## config.mk

```make
export PLATFORM = sky130hd
export DESIGN_NAME = stack_queue_buffer
export DESIGN_NICKNAME = d
export VERILOG_FILES = /design/src/rtl/sqb_pkg.sv /design/src/rtl/sqb_ram.sv /design/src/rtl/stack_queue_buffer.sv
export SDC_FILE = /design/constraint.sdc
export NUM_CORES = 1
export LEC_CHECK = 0
export BUFFER_PORTS_ARGS = -buffer_cell sky130_fd_sc_hd__buf_4
export CAP_MARGIN = 25
export CORE_MARGIN = 2
export CORE_UTILIZATION = 50
export DETAILED_ROUTE_END_ITERATION = 8
export PLACE_DENSITY = 0.69
export SETUP_SLACK_MARGIN = 0.4
export SLEW_MARGIN = 20
export SYNTH_ARGS = -nofsm -noshare
export SYNTH_HDL_FRONTEND = slang
export SYNTH_SLANG_ARGS = --single-unit
```

## constraint.sdc

```tcl
create_clock -name clk -period 5.11 [get_ports clk]
set_clock_uncertainty 0.15 [all_clocks]
set_input_delay 0.511 -clock clk [delete_from_list [all_inputs] [get_ports clk]]
set_output_delay 0.511 -clock clk [all_outputs]
set_load 0.01 [all_outputs]
```

## src/rtl/sqb_pkg.sv

```systemverilog
// rtl/sqb_pkg.sv - shared types and helpers for the stack/queue buffer
package sqb_pkg;

    // Ordering discipline of the buffer.
    typedef enum logic {
        MODE_LIFO = 1'b0,
        MODE_FIFO = 1'b1
    } sqb_mode_e;

    // Number of storage entries for a given pointer width.
    function automatic int sqb_depth(input int address_depth);
        return 1 << address_depth;
    endfunction

endpackage

```

## src/rtl/sqb_ram.sv

```systemverilog
// rtl/sqb_ram.sv - storage array: one synchronous write port, one asynchronous read port
//
// Ports:
//   clk    write clock
//   we     write enable, samples waddr/wdata on the rising edge
//   waddr  write address
//   wdata  write data
//   raddr  read address
//   rdata  combinational read data at raddr
module sqb_ram
    import sqb_pkg::*;
#(
    parameter int AddrWidth = 4,
    parameter int DataWidth = 8
) (
    input  logic                 clk,
    input  logic                 we,
    input  logic [AddrWidth-1:0] waddr,
    input  logic [DataWidth-1:0] wdata,
    input  logic [AddrWidth-1:0] raddr,
    output logic [DataWidth-1:0] rdata
);

    localparam int Depth = sqb_depth(AddrWidth);

    // Contents are deliberately left unreset so this maps onto plain RAM.
    logic [DataWidth-1:0] mem [Depth];

    always_ff @(posedge clk) begin
        if (we) begin
            mem[waddr] <= wdata;
        end
    end

    assign rdata = mem[raddr];

endmodule

```

## src/rtl/stack_queue_buffer.sv

```systemverilog
// rtl/stack_queue_buffer.sv - runtime-selectable LIFO/FIFO buffer with occupancy and sticky error flags
//
// Ports:
//   clk        clock, all state changes on the rising edge
//   rst        asynchronous active-low reset
//   CS         chip enable; when low every input is ignored and all state holds
//   Mode       0 = LIFO, 1 = FIFO; only takes effect while the buffer is empty
//   Push       store Data_In this edge
//   Pop        read one entry into Data_Out this edge
//   ClrErr     clear Overflow/Underflow
//   Data_In    write data
//   Data_Out   registered read data
//   Count      number of stored entries, 0..2**AddressDepth
//   Full       Count equals capacity
//   Empty      Count is zero
//   Overflow   sticky: a push was rejected while Full
//   Underflow  sticky: a pop was rejected while Empty
module stack_queue_buffer
    import sqb_pkg::*;
#(
    parameter int AddressDepth = 4,
    parameter int DataWide     = 8
) (
    input  logic                  clk,
    input  logic                  rst,
    input  logic                  CS,
    input  logic                  Mode,
    input  logic                  Push,
    input  logic                  Pop,
    input  logic                  ClrErr,
    input  logic [DataWide-1:0]   Data_In,
    output logic [DataWide-1:0]   Data_Out,
    output logic [AddressDepth:0] Count,
    output logic                  Full,
    output logic                  Empty,
    output logic                  Overflow,
    output logic                  Underflow
);

    localparam int                    Depth     = sqb_depth(AddressDepth);
    localparam logic [AddressDepth:0] FullCount = (AddressDepth + 1)'(Depth);
    localparam logic [AddressDepth:0] CountOne  = (AddressDepth + 1)'(1);
    localparam logic [AddressDepth-1:0] PtrOne  = AddressDepth'(1);

    logic [AddressDepth-1:0] wr_ptr;
    logic [AddressDepth-1:0] rd_ptr;
    sqb_mode_e               active_mode;
    sqb_mode_e               eff_mode;

    logic                    both_req;
    logic                    fifo_loaded;
    logic                    pass_through;
    logic                    swap;
    logic                    push_ok;
    logic                    pop_ok;
    logic                    ovf_evt;
    logic                    unf_evt;
    logic                    ram_we;
    logic [AddressDepth-1:0] ram_raddr;
    logic [DataWide-1:0]     ram_rdata;

    assign Full  = (Count == FullCount);
    assign Empty = (Count == '0);

    // The mode input is only honoured when nothing is stored, so the ordering
    // of resident data can never change underneath the consumer.
    assign eff_mode = Empty ? sqb_mode_e'(Mode) : active_mode;

    always_comb begin
        both_req     = Push && Pop;
        fifo_loaded  = (eff_mode == MODE_FIFO) && !Empty;
        // A simultaneous push+pop either forwards the input straight through
        // (stack, or empty queue) or rotates the queue by one entry.
        pass_through = both_req && !fifo_loaded;
        swap         = both_req && fifo_loaded;
        push_ok      = Push && !Pop && !Full;
        pop_ok       = Pop && !Push && !Empty;
        ovf_evt      = Push && !Pop && Full;
        unf_evt      = Pop && !Push && Empty;
        ram_we       = CS && (push_ok || swap);
        // Stack reads the top-of-stack just below wr_ptr; queue reads the head.
        ram_raddr    = (eff_mode == MODE_LIFO) ? (wr_ptr - PtrOne) : rd_ptr;
    end

    sqb_ram #(
        .AddrWidth (AddressDepth),
        .DataWidth (DataWide)
    ) u_ram (
        .clk   (clk),
        .we    (ram_we),
        .waddr (wr_ptr),
        .wdata (Data_In),
        .raddr (ram_raddr),
        .rdata (ram_rdata)
    );

    always_ff @(posedge clk or negedge rst) begin
        if (!rst) begin
            Data_Out    <= '0;
            Count       <= '0;
            wr_ptr      <= '0;
            rd_ptr      <= '0;
            active_mode <= MODE_LIFO;
            Overflow    <= 1'b0;
            Underflow   <= 1'b0;
        end else if (CS) begin
            active_mode <= eff_mode;

            if (swap) begin
                Data_Out <= ram_rdata;
                rd_ptr   <= rd_ptr + PtrOne;
                wr_ptr   <= wr_ptr + PtrOne;
            end else if (pass_through) begin
                Data_Out <= Data_In;
            end else if (push_ok) begin
                wr_ptr <= wr_ptr + PtrOne;
                Count  <= Count + CountOne;
            end else if (pop_ok) begin
                Data_Out <= ram_rdata;
                Count    <= Count - CountOne;
                if (eff_mode == MODE_LIFO) begin
                    wr_ptr <= wr_ptr - PtrOne;
                end else begin
                    rd_ptr <= rd_ptr + PtrOne;
                end
            end

            // Stack operation never moves rd_ptr, so realign the queue head to
            // the write position whenever empty; a later switch to queue mode
            // then starts from the first entry written.
            if (Empty) begin
                rd_ptr <= wr_ptr;
            end

            // A fresh error in the same cycle as ClrErr keeps the flag set.
            Overflow  <= ovf_evt || (Overflow && !ClrErr);
            Underflow <= unf_evt || (Underflow && !ClrErr);
        end
    end

endmodule

```

# --- Word level (Yosys, flattened, before mapping) ---
# Memory sizes are Yosys's and may differ from the RTL's.
# Index checks and enable logic that the tools add are counted.
totals:
  ff_bits: 24
  ramBits: 128
  out_inout_bits: 17
  memories: 1
classes:
  addsub: 5
  eq_ne: 6
  mux: 21
  bitwise: 2
  reduce_logical: 32
memory_table:
  columns: ["name", "words", "width", "read_ports", "rd_clocked_by_memory_dff", "write_ports", "line", "rtl"]
  rows:
  - ["u_ram.mem", 16, 8, 1, 0, 1, "sqb_ram.sv:27", "logic [DataWidth-1:0] mem [Depth];"]
ops:
  columns: ["op", "count"]
  rows:
  - ["4-bit two-way mux", 12]
  - ["8-bit two-way mux", 4]
  - ["1-bit logical AND", 13]
  - ["3-bit nonzero test", 4]
  - ["5-bit two-way mux", 2]
  - ["4-bit by 1-bit adder with 4-bit output (second input constant)", 2]
  - ["4-bit AND reduction", 2]
  - ["1-bit logical NOT", 6]
  - ["3-bit != test (second input constant)", 2]
  - ["5-bit by 1-bit adder with 5-bit output (second input constant)", 1]
  - ["5-bit == test (second input constant)", 1]
  - ["5-bit logical NOT", 1]
  - ["5-bit AND reduction", 1]
  - ["5-bit by 1-bit subtractor with 5-bit output (second input constant)", 1]
  - ["4-bit by 1-bit subtractor with 4-bit output (second input constant)", 1]
  - ["1-bit logical OR", 3]
  - ["1-bit two-way mux", 3]
  - ["3-bit by 1-bit != test with 1-bit output (second input constant)", 1]
  - ["3-bit by 2-bit != test with 1-bit output (second input constant)", 1]
  - ["3-bit AND reduction", 1]
  - ["2-bit by 1-bit != test with 1-bit output (second input constant)", 1]
  - ["1-bit inverter", 2]
  - ["2-bit nonzero test", 1]

# --- Longest topological paths before layout ---
depth:
  ltp_word: 8
  ltp_mapped: 10
  ltp_nobuf: 9

# --- Cells and area by module ---
# From an unflattened synthesis, not the netlist that was laid out.
unflattened:
  hier_cells: 366
  hier_area_um2: 6447.4
by_module_without_submodules:
  columns: ["mod", "n_inst", "cells_each", "area_per_inst_um2", "seq_area_each_um2"]
  rows:
  - ["sqb_ram", 1, 221, 4987.3, 3843.7]
  - ["stack_queue_buffer", 1, 145, 1460.2, 600.6]

# --- Worst setup path after synthesis ---
# OpenSTA, ideal clock, no wires.
synth_timing:
  kind: "reg2reg"
  start: "register Count[1]"
  end: "register Data_Out[5]"
  setup_time_ps: 126
  t_arrival_ps: 2321
  required_ps: 4834
  slack_ps: 2513
  path_stages_with_launch: 9
  path_buffers: 1
  path_cell_list: "dfrtp_1 > or4_4 > o211ai_2 > nand2_2 > buf_6 > mux2_4 > o211ai_2 > a41oi_1 > a221o_1"
synth_between:
  elab_chain_len: 8
  word_cells_on_any_way: 20
  classes_between: "2 x eq/ne; 6 x mux; 11 x reduce/logical; 1 x memory"
synth_rtl:
  columns: ["element", "line", "rtl"]
  rows:
  - ["start: declaration", "stack_queue_buffer.sv:33", "output logic [AddressDepth:0] Count,"]
  - ["start signal: assignment", "stack_queue_buffer.sv:117", "Count <= Count + CountOne;"]
  - ["start signal: assignment", "stack_queue_buffer.sv:120", "Count <= Count - CountOne;"]
  - ["5-bit logical NOT", "stack_queue_buffer.sv:63", "assign Empty = (Count == '0);"]
  - ["1-bit two-way mux", "stack_queue_buffer.sv:67", "assign eff_mode = Empty ? sqb_mode_e'(Mode) : active_mode;"]
  - ["4-bit two-way mux", "stack_queue_buffer.sv:82", "ram_raddr = (eff_mode == MODE_LIFO) ? (wr_ptr - PtrOne) : rd_ptr;"]
  - ["memory read 16 x 8 bit", null, null]
  - ["8-bit two-way mux", "stack_queue_buffer.sv:118", "end else if (pop_ok) begin"]
  - ["8-bit two-way mux", "stack_queue_buffer.sv:115", "end else if (push_ok) begin"]
  - ["8-bit two-way mux", "stack_queue_buffer.sv:113", "end else if (pass_through) begin"]
  - ["8-bit two-way mux", "stack_queue_buffer.sv:109", "if (swap) begin"]
  - ["end signal: assignment", "stack_queue_buffer.sv:110", "Data_Out <= ram_rdata;"]
  - ["end signal: assignment", "stack_queue_buffer.sv:114", "Data_Out <= Data_In;"]
  - ["end signal: assignment", "stack_queue_buffer.sv:119", "Data_Out <= ram_rdata;"]
  - ["end: declaration", "stack_queue_buffer.sv:32", "output logic [DataWide-1:0] Data_Out,"]
# Several ways; a longest one is shown, not always the timed one. The select of a mux whose other input is x is not followed.
# A chain may end at the register's enable or synchronous reset.

# --- Worst setup path after layout ---
# Same ends and word-level chain as after synthesis.

==> results.toml <==
[floorplanning]
coreArea_sq_um = 13300
dieWidth_microns = 121
initial_core_util_pct = 51.4
pin_count = 32
rows = 42
die_h_microns = 121
die-area_sq_um = 14600

[logic_synthesis]
async_reset_ff_share_pct = 15.8
synth_top_cell_by_area = "edfxtp_1"
synthesis.area_sq_um = 6830
synth_top_area_share_pct = 56.3
ys.flop_type = "edfxtp_1"
avgSynthCellArea_sq_um = 13.3
synth.area.top_cells = "edfxtp_1 56%, dfrtp_1 8.8%, mux2_2 5.8%, nand3_1 4.6%, o211ai_1 3.3%"
synth_seq_area_share_pct = 65.1
synth_fp_nets = 538
synth.distinct_cells = 53
synth_edf_count = 128
yosysWarnings = 0
synth-seq-cells = 152
syn_inst = 514

[finish]
drive_above_1_share_pct = 20.6
antenna_cells = 0
area_growth_pct = 14.9
final_nets = 568
multi_input_area_sq_um = 2250
fill_cells = 1050
register_area_sq_um = 4440
final_cells = 733

[cts]
clock-sinks = 152
cts_tree = "built"
clock_path_buffers = 2
post_cts_buffers = 0
numCtsBuffers = 17
root_buffer = "clkbuf_16"
clk_pin_slew_ns = 0.06
clk_latency_ns = 0.43
htree_levels = 4

[timing]
timing.final.hold_violations = 0
finalMaxSlewViolations = 0
fin_crit_ns = 3.58
layout_setup_ws_ns = 1.53
timing.fmax_mhz = 280
hold_ws_ns = 0.247
rsz0062_at_grt = "false"
period_share_pct = 70.0
setup_viol_count_final = 0
fin_setup_tns_ns = 0
slew_headroom_pct = 33.3
tightest_slew_ns = 0.999

[place]
dpl.hpwl_mm = 10.5
dpl.cell_count = 700
place_ws_ns = 1.54
gp_congestion = 0.884
port_buffers = 31

[status]
status = "completed"

[pwr]
peakVddDrop_uv = 249
power_switching_mw = 1.84
p_sw_share_pct = 37.4
seqPwrFrac_pct = 33.0
p_int_mw = 3.09
p_clk_share_pct = 26.3
p_per_area_nw_per_um2 = 629
p_leak_nw = 2.69
combPwrFrac_pct = 40.6

[drt]
wl_met2_mm = 7.15
route.layer.met1.wl_mm = 7.24
wl_met3_mm = 1.14
remaining_drc_errors = 0
viasPerCell = 6.07
finalWirelength_mm = 15.8
wl_per_cell_microns = 21.6
ant_nets = 0
vias = 4450
first_pass_iters = 5
drt_iter0_drc = 611
top_layer_used = "met4"

[min_path]
hp-class = "in2reg"

[setup_path]
required_ns = 5.27
endpoint_kind = "flip-flop"
crit_fanout = 32
criticalPathCategory = "reg2reg"
critPathLaunchType = "flip-flop"
critPathArrivalTime_ns = 3.73

[global_routing]
grt_pass1_wl_mm = 24.8
overflow = 0
antenna_found_initial = 0
grt_pass1_vias = 4229
gr-usage-all-layers_pct = 23.3
grt_max_degree = 36

[job]
maxCapViolCount = 0
[power groups by stage]
| stage | Sequential, mW | Clock (mW) | Combinational, mW |
|---|---|---|---|
| floorplan | 1.60 | 0 | 1.47 |
| global placement | 1.64 | 0 | 1.94 |
| detailed placement | 1.65 | 0 | 1.98 |
| CTS | 1.62 | 1.31 | 2.00 |
| global route | 1.65 | 1.37 | 2.21 |
| finish | 1.63 | 1.30 | 2.01 |
[through the flow]
step | power [mW] | utilization (%) | cell area, sq um
after floorplan | 3.08 | - | 6830
after global placement | 3.58 | 54.2 | 7200
after detailed placement | 3.63 | 54.3 | 7220
after CTS | 4.94 | 59.0 | 7840
after global routing | 5.23 | 59.0 | 7840
final | 4.93 | 59.0 | 7840
[critical path, stage by stage (launching register included)]
cell      delay, ns
dfrtp_1        0.47
or4_4          0.60
o211ai_2       0.15
buf_4          0.35
nand2_2        0.58
mux2_2         0.49
o211ai_1       0.21
a41oi_1        0.14
a221o_1        0.28
[Yosys cell counts (all sizes together), types with 4 or more instances]
master	number
a211oi	4
a21oi	12
a22oi	7
and2	4
and4	9
buf	8
clkbuf	19
dfrtp	24
edfxtp	128
ha	8
inv	5
mux2	36
mux2i	5
nand2	24
nand2b	6
nand3	63
nor2	21
nor3	7
o211ai	32
o21ai	49
or2	4
xnor2	8
[registers in the layout, indices dropped and copies added (netlist names)]
register	cells
Data_Out	8
Overflow	1
active_mode	1
Underflow	1
rd_ptr	4
u_ram.mem	128
Count	5
wr_ptr	4
[path summary, 6_finish.rpt]
path                           from          end  slack, ns  cells past startpoint
max                        Count[1]  Data_Out[5]       1.53                      8
min                             Pop    Underflow       0.25                      2
max reg2reg                Count[1]  Data_Out[5]       1.53                      8
min reg2reg                Overflow     Overflow       0.36                      1
max in group asynchronous       rst  Data_Out[3]       4.17                      2
min in group asynchronous       rst    wr_ptr[0]       0.38                      2
[layout make-up]
class	instances	share of cell area, %
Multi-Input combinational cell	329	28.7
Clock buffer	19	5.52
Sequential cell	152	56.7
Tap cell	176	2.81
Inverter	6	0.287
Timing Repair Buffer	38	3.72
Clock inverter	13	2.25
[timing repair]
action                                 4_1_cts  5_1_grt
gates resized for setup                      0        0
hold buffers                                 1        0
endpoints found under the hold margin       24        0
[cells by family (layout without fill, tap and decap cells)]
kind of cell             count (synthesis)  after routing  synth area share (%)
multiplexers                            41             41                  6.73
flip-flops                             152            152                  65.1
adder cells (fa/ha/maj)                  9              9                  1.76
XOR/XNOR                                11             11                  1.41
AND/OR/NAND/NOR                        147            147                  11.3
AO/OA/AOI/OAI                          121            121                  11.7
buffers and inverters                   33             76                  2.03
[cells in the final DEF, fill, tap and decap left out, drive strengths merged, types with 2 or more instances in the layout]
master	instances
edfxtp	128
nand3	63
o21ai	49
buf	37
mux2	36
o211ai	32
dfrtp	24
nand2	24
nor2	21
clkbuf	19
a21oi	12
and4	9
xnor2	8
ha	8
a22oi	7
nor3	7
inv	7
clkinv	7
nand2b	6
mux2i	5
and2	4
or2	4
a211oi	4
bufinv	4
a21o	3
nor2b	3
xor2	3
nor3b	2
nor4	2
a311oi	2
[layer usage]
metal | track usage [%] | up-vias
met2 | 32.9 | 188
met1 | 34.8 | 2185
met4 | 7.70 | 0
met3 | 6.44 | 21
li1 | - | 2056
met5 | 0 | -
No activity file was read; power rests on OpenSTA's default activity.
